<file path="src/rtl/filt_capture_if.sv">
// filt_capture_if: capture request, filter sample input and FIFO read-side bundle.
interface filt_capture_if #(
  parameter int WIDTH = 8,
  parameter int DEPTH = 16,
  parameter int LEN_W = 10
);
  logic                     start;
  logic [LEN_W-1:0]         len;
  logic [WIDTH-1:0]         y;
  logic                     y_valid;
  logic [WIDTH-1:0]         out_data;
  logic                     out_valid;
  logic                     out_ready;
  logic                     busy;
  logic                     done;
  logic                     overflow;
  logic [$clog2(DEPTH):0]   level;
  modport master (
    output start, len, y, y_valid, out_ready,
    input  out_data, out_valid, busy, done, overflow, level
  );
  modport slave (
    input  start, len, y, y_valid, out_ready,
    output out_data, out_valid, busy, done, overflow, level
  );
endinterface

</file>
<file path="src/rtl/filt_capture.sv">
// filt_capture: captures a requested number of filter samples into a
// first-word fall-through FIFO, flagging drops when the FIFO is full.
module filt_capture #(
  parameter int WIDTH = 8,
  parameter int DEPTH = 16,
  parameter int LEN_W = 10
) (
  input logic         clk,
  input logic         rst_n,
  filt_capture_if.slave io_cap
);
  localparam int AW = $clog2(DEPTH);
  localparam int LW = AW + 1;
  typedef enum logic [1:0] {IDLE, CAPTURE, DONE} state_t;
  state_t             r_state, w_next;
  logic [LEN_W-1:0]   r_remaining;
  logic [WIDTH-1:0]   r_mem [DEPTH];
  logic [AW-1:0]      r_wptr, r_rptr;
  logic [LW-1:0]      r_level;
  logic               r_done, r_overflow;
  logic               w_accept, w_load, w_take, w_last, w_pop, w_push, w_full, w_busy;
  assign w_accept = (r_state != CAPTURE) && io_cap.start;
  assign w_load   = w_accept && (io_cap.len != '0);
  assign w_take   = (r_state == CAPTURE) && io_cap.y_valid;
  assign w_last   = w_take && (r_remaining == LEN_W'(1));
  assign w_pop    = (r_level != '0) && io_cap.out_ready;
  assign w_full   = r_level == LW'(DEPTH);
  // a pop in the same cycle frees the slot the push needs
  assign w_push   = w_take && (!w_full || w_pop);
  always_ff @(posedge clk or negedge rst_n) begin
    if (!rst_n) r_state <= IDLE;
    else        r_state <= w_next;
  end
  always_comb begin
    w_next = r_state;
    if (w_accept)    w_next = w_load ? CAPTURE : DONE;
    else if (w_last) w_next = DONE;
  end
  always_comb begin
    w_busy = r_state == CAPTURE;
  end
  always_ff @(posedge clk or negedge rst_n) begin
    if (!rst_n) begin
      r_remaining <= '0;
      r_done      <= 1'b0;
      r_overflow  <= 1'b0;
      r_wptr      <= '0;
      r_rptr      <= '0;
      r_level     <= '0;
    end else begin
      if (w_load)      r_remaining <= io_cap.len;
      else if (w_take) r_remaining <= r_remaining - LEN_W'(1);
      r_done <= (w_accept && !w_load) || w_last;
      if (w_load)                r_overflow <= 1'b0;
      else if (w_take && !w_push) r_overflow <= 1'b1;
      if (w_push) r_wptr <= r_wptr + AW'(1);
      if (w_pop)  r_rptr <= r_rptr + AW'(1);
      r_level <= r_level + LW'(w_push) - LW'(w_pop);
    end
  end
  always_ff @(posedge clk) begin
    if (w_push) r_mem[r_wptr] <= io_cap.y;
  end
  assign io_cap.out_valid = r_level != '0;
  assign io_cap.out_data  = (r_level != '0) ? r_mem[r_rptr] : '0;
  assign io_cap.busy      = w_busy;
  assign io_cap.done      = r_done;
  assign io_cap.overflow  = r_overflow;
  assign io_cap.level     = r_level;
endmodule

</file>
<file path="src/flat_wrapper.sv">
// flat-port wrapper written by rule: the top's interface ports become plain ports
module filt_capture_flat 
#(
  parameter int WIDTH = 8,
  parameter int DEPTH = 16,
  parameter int LEN_W = 10
)
  (clk, rst_n, io_cap_start, io_cap_len, io_cap_y, io_cap_y_valid, io_cap_out_ready, io_cap_out_data, io_cap_out_valid, io_cap_busy, io_cap_done, io_cap_overflow, io_cap_level);
  filt_capture_if #(.WIDTH(WIDTH), .DEPTH(DEPTH), .LEN_W(LEN_W)) io_cap_i ();
  input logic clk;
  input logic rst_n;
  input wire logic [$bits(io_cap_i.start)-1:0] io_cap_start;
  input wire logic [$bits(io_cap_i.len)-1:0] io_cap_len;
  input wire logic [$bits(io_cap_i.y)-1:0] io_cap_y;
  input wire logic [$bits(io_cap_i.y_valid)-1:0] io_cap_y_valid;
  input wire logic [$bits(io_cap_i.out_ready)-1:0] io_cap_out_ready;
  output wire logic [$bits(io_cap_i.out_data)-1:0] io_cap_out_data;
  output wire logic [$bits(io_cap_i.out_valid)-1:0] io_cap_out_valid;
  output wire logic [$bits(io_cap_i.busy)-1:0] io_cap_busy;
  output wire logic [$bits(io_cap_i.done)-1:0] io_cap_done;
  output wire logic [$bits(io_cap_i.overflow)-1:0] io_cap_overflow;
  output wire logic [$bits(io_cap_i.level)-1:0] io_cap_level;
  assign io_cap_i.start = io_cap_start;
  assign io_cap_i.len = io_cap_len;
  assign io_cap_i.y = io_cap_y;
  assign io_cap_i.y_valid = io_cap_y_valid;
  assign io_cap_i.out_ready = io_cap_out_ready;
  assign io_cap_out_data = io_cap_i.out_data;
  assign io_cap_out_valid = io_cap_i.out_valid;
  assign io_cap_busy = io_cap_i.busy;
  assign io_cap_done = io_cap_i.done;
  assign io_cap_overflow = io_cap_i.overflow;
  assign io_cap_level = io_cap_i.level;
  filt_capture #(.WIDTH(WIDTH), .DEPTH(DEPTH), .LEN_W(LEN_W)) u_core (.clk(clk), .rst_n(rst_n), .io_cap(io_cap_i));
endmodule
</file>
<file path="config.mk">
export PLATFORM = sky130hd
export DESIGN_NAME = filt_capture_flat
export DESIGN_NICKNAME = d
export VERILOG_FILES = /design/src/rtl/filt_capture_if.sv /design/src/rtl/filt_capture.sv /design/src/flat_wrapper.sv
export SDC_FILE = /design/constraint.sdc
export NUM_CORES = 1
export LEC_CHECK = 0
export CORE_AREA = 3 3 125 127
export DETAILED_ROUTE_END_ITERATION = 10
export DIE_AREA = 0 0 128 130
export PLACE_DENSITY = 0.67
export SETUP_SLACK_MARGIN = 0.2
export SYNTH_ARGS = -nofsm -noshare
export SYNTH_HDL_FRONTEND = slang
export SYNTH_SLANG_ARGS = --single-unit
</file>
<file path="constraint.sdc">
create_clock -name clk -period 4.2 [get_ports clk]
set_clock_uncertainty 0.2 [all_clocks]
set_input_delay 0.42 -clock clk [delete_from_list [all_inputs] [get_ports clk]]
set_output_delay 0.42 -clock clk [all_outputs]
set_load 0.02 [all_outputs]
</file>
==> results.tsv <==
metric	value	unit
slew margin rel.	44.5	%
Tcrit/Tclk final	86.9	%
first-pass GRT wire length	20.6	mm
dominant cells by area after synthesis	edfxtp_1 (59%), mux4_2 (11%), dfrtp_1 (10%)	
full die area	16600	um^2
worst-margin pin slew	830	ps
cells after synthesis	371	
post-synth net total	408	
synth unique cells	50	
share of cells above drive strength 1	18.6	%
drt via density	5.54	
io pins	40	
Final Hold Viols	0	
crit path cell chain	buf_4 > mux4_2 > nor2b_1 > a211oi_1 > a211oi_1 > clkdlybuf4s50_1	
WL final	13.1	mm
min-delay worst type	in -> async	
vias in the first global route	3557	
global-route usage over all layers	17.0	%
Die X	128	um
Routability Congestion	0.801	
outcome	finished clean	
peak supply drop	0.000362	V
dominant synthesized flop cell	edfxtp_1	
P&R area growth vs syn	17.9	%
remaining global-route overflow	0	
clock share of power	26.5	%
Avg Cell Area, Syn	17.6	um^2
CTS tree	built	
Row Count	44	
Post-synth ARST share	17.4	%
area share of the largest cell type after synthesis	59.0	%
number of remaining DRC errors	0	
leakage power	2.64	nW
Post-synth EDFFs	128	
Buf/Inv on CP	2	
initial core utilization	44.8	%
Final Critical Period	3650	ps
diode count	0	
clock latency on the worst-skew pair	420	ps
sw frac	33.2	%
Post-CTS Resized	0	
Critical-path top delay cell	clkdlybuf4s50_1	
most common cell after layout, fill and taps aside	edfxtp_1	
Top delay family on crit path	buffers and inverters	
hold buffers post-CTS	0	
critical path peak fanout	21	
Setup TNS Final	0	ps
crit path kind	reg -> out	
via count	3427	
H-tree levels	4	
utilization after layout	52.8	%
max incr delay on CP	590	ps
most frequent cells in the layout	edfxtp_1 (128), clkdlybuf4s50_1 (39), mux4_2 (32), dfrtp_1 (27), nor2_1 (21)	
detailed placement HPWL	8.42	mm
number of buffers added on ports	39	
Setup crit start kind	flop	
max-slew violations	0	
antenna-violating nets left	0	
largest net degree at the start of global routing	36	
Pre-antenna DRT Iters	4	
TritonCTS Buffers	17	
Crit. End Element	output port	
cell mode on critical path	a211oi_1	
drt wl/cell	21.2	um
Clock transition at path regs	60	ps
P_sw	1.79	mW
clk root buf	clkbuf_16	
sequential element share of the synthesized area	69.4	%
Ys Warns	0	
initial antenna violation count	0	
Int Pwr	3.61	mW
endpoints failing setup	0	
total clock sinks	155	
Die Ht	130	um
Power per Cell Area	703	nW/um^2
dominant cell type by area after synthesis	edfxtp_1	
Core ar.	14500	um^2
Layout fillers	1195	
sequential share of power	38.9	%
nets	460	
register bit total from synthesis	155	
fmax	274	MHz
max_cap viols	0	
clock buffer depth	2	
CP required	3580	ps
postcts setup bufs	0	
power share of the combinational group	34.6	%
DR iter-0 viols	261	
RSZ-0062 raised after global routing	false	
Data arrival, critical path	3030	ps
mapped cell area	6520	um^2
==> worst reg2reg max path, cell delays in order (launching register included) <==
cell,delay (ps)
dfrtp_1,410
inv_1,90
ha_1,170
nor4b_4,500
nor2_1,220
ha_1,330
inv_1,40
ha_1,190
fa_1,410
a21oi_1,160
nor2_1,50
nor2_1,110
xnor2_1,130
==> metrics by stage <==
step | area, um^2 | total power, mW | setup WS [ps] | cells | hold slack, ps
2_1_floorplan | 6520 | 3.37 | 1350 | 371 | -75.6
3_3_place_gp | 7130 | 3.98 | 994 | 588 | 269
3_5_place_dp | 7130 | 4.02 | 1000 | 588 | 284
4_1_cts | 7680 | 5.46 | 531 | 619 | 168
5_1_grt | 7680 | 5.69 | 385 | 619 | 209
6_report | 7680 | 5.40 | 550 | 619 | 174
==> Yosys cell counts (2+ instances only) <==
cell,number
buf_2,6
ha_1,13
o21ai_0,2
buf_1,2
nand2_1,11
nor2b_1,8
inv_1,16
a21o_1,2
nand2b_1,4
nand4_1,2
or4_1,2
or3_1,2
a21oi_1,6
edfxtp_1,128
xor2_1,3
mux4_2,32
nand3_1,3
nor4_1,2
nor2_1,21
mux2i_1,8
clkbuf_1,5
a221o_1,4
a211oi_1,16
dfrtp_1,27
buf_4,3
a32o_1,2
nor3_1,10
xnor2_1,9
==> state kept, by name (all words and copies together), names as in the netlist <==
name,count
u_core.io_cap.overflow,1
u_core.io_cap.level,5
u_core.r_wptr,4
u_core.r_rptr,4
u_core.r_mem,128
u_core.io_cap.done,1
u_core.r_state,2
u_core.r_remaining,10
==> logic make-up (layout without fill, tap and decap cells) <==
kind of cell	count (synthesis)	in the layout	synth area share [%]
simple gates	73	73	6.05
flops	155	155	69.4
compound gates	43	43	5.42
mux	41	41	12.5
xor+xnor	12	12	1.61
fa+ha+maj	14	14	2.80
buf+inv	33	97	2.30
==> area by class of cell <==
cell class                 count  area [um^2]  area share, %
sequential                   155         4520           58.8
multi-input combinational    183         1850           24.0
timing repair buffer          50          473           6.16
clock buffer                  18          429           5.59
tap                          184          230           3.00
clock inverter                13          121           1.58
inverter                      16         60.1          0.782
==> worst paths after layout <==
path,start,to,slack [ps],cells after the start
worst max-delay path,u_core.r_rptr[0],io_cap_out_data[4],550,6
worst min-delay path,rst_n,u_core.r_remaining[7],170,2
worst max register to register,u_core.io_cap.level[3],u_core.io_cap.level[4],1120,12
worst min register to register,u_core.io_cap.overflow,u_core.io_cap.overflow,290,2
max in group asynchronous,rst_n,u_core.r_wptr[1],3360,2
min in group clk,u_core.io_cap.overflow,u_core.io_cap.overflow,290,2
==> power by group through the flow <==
stage	Combinational, mW	Clock (mW)	Sequential, mW
3_3_place_gp	1.87	0	2.11
2_1_floorplan	1.29	0	2.08
4_1_cts	1.91	1.46	2.10
6_report	1.87	1.43	2.10
3_5_place_dp	1.89	0	2.12
5_1_grt	2.03	1.53	2.13
==> layer usage <==
metal / wire (um) / up-vias / global-route usage (%)
li1: - / 1572 / -
met1: 6010 / 1751 / 23.7
met2: 6170 / 96 / 25.7
met3: 807 / 8 / 5.16
met4: 162 / 0 / 6.30
met5: 0 / - / 0
Power figures use the tool's default switching activity.
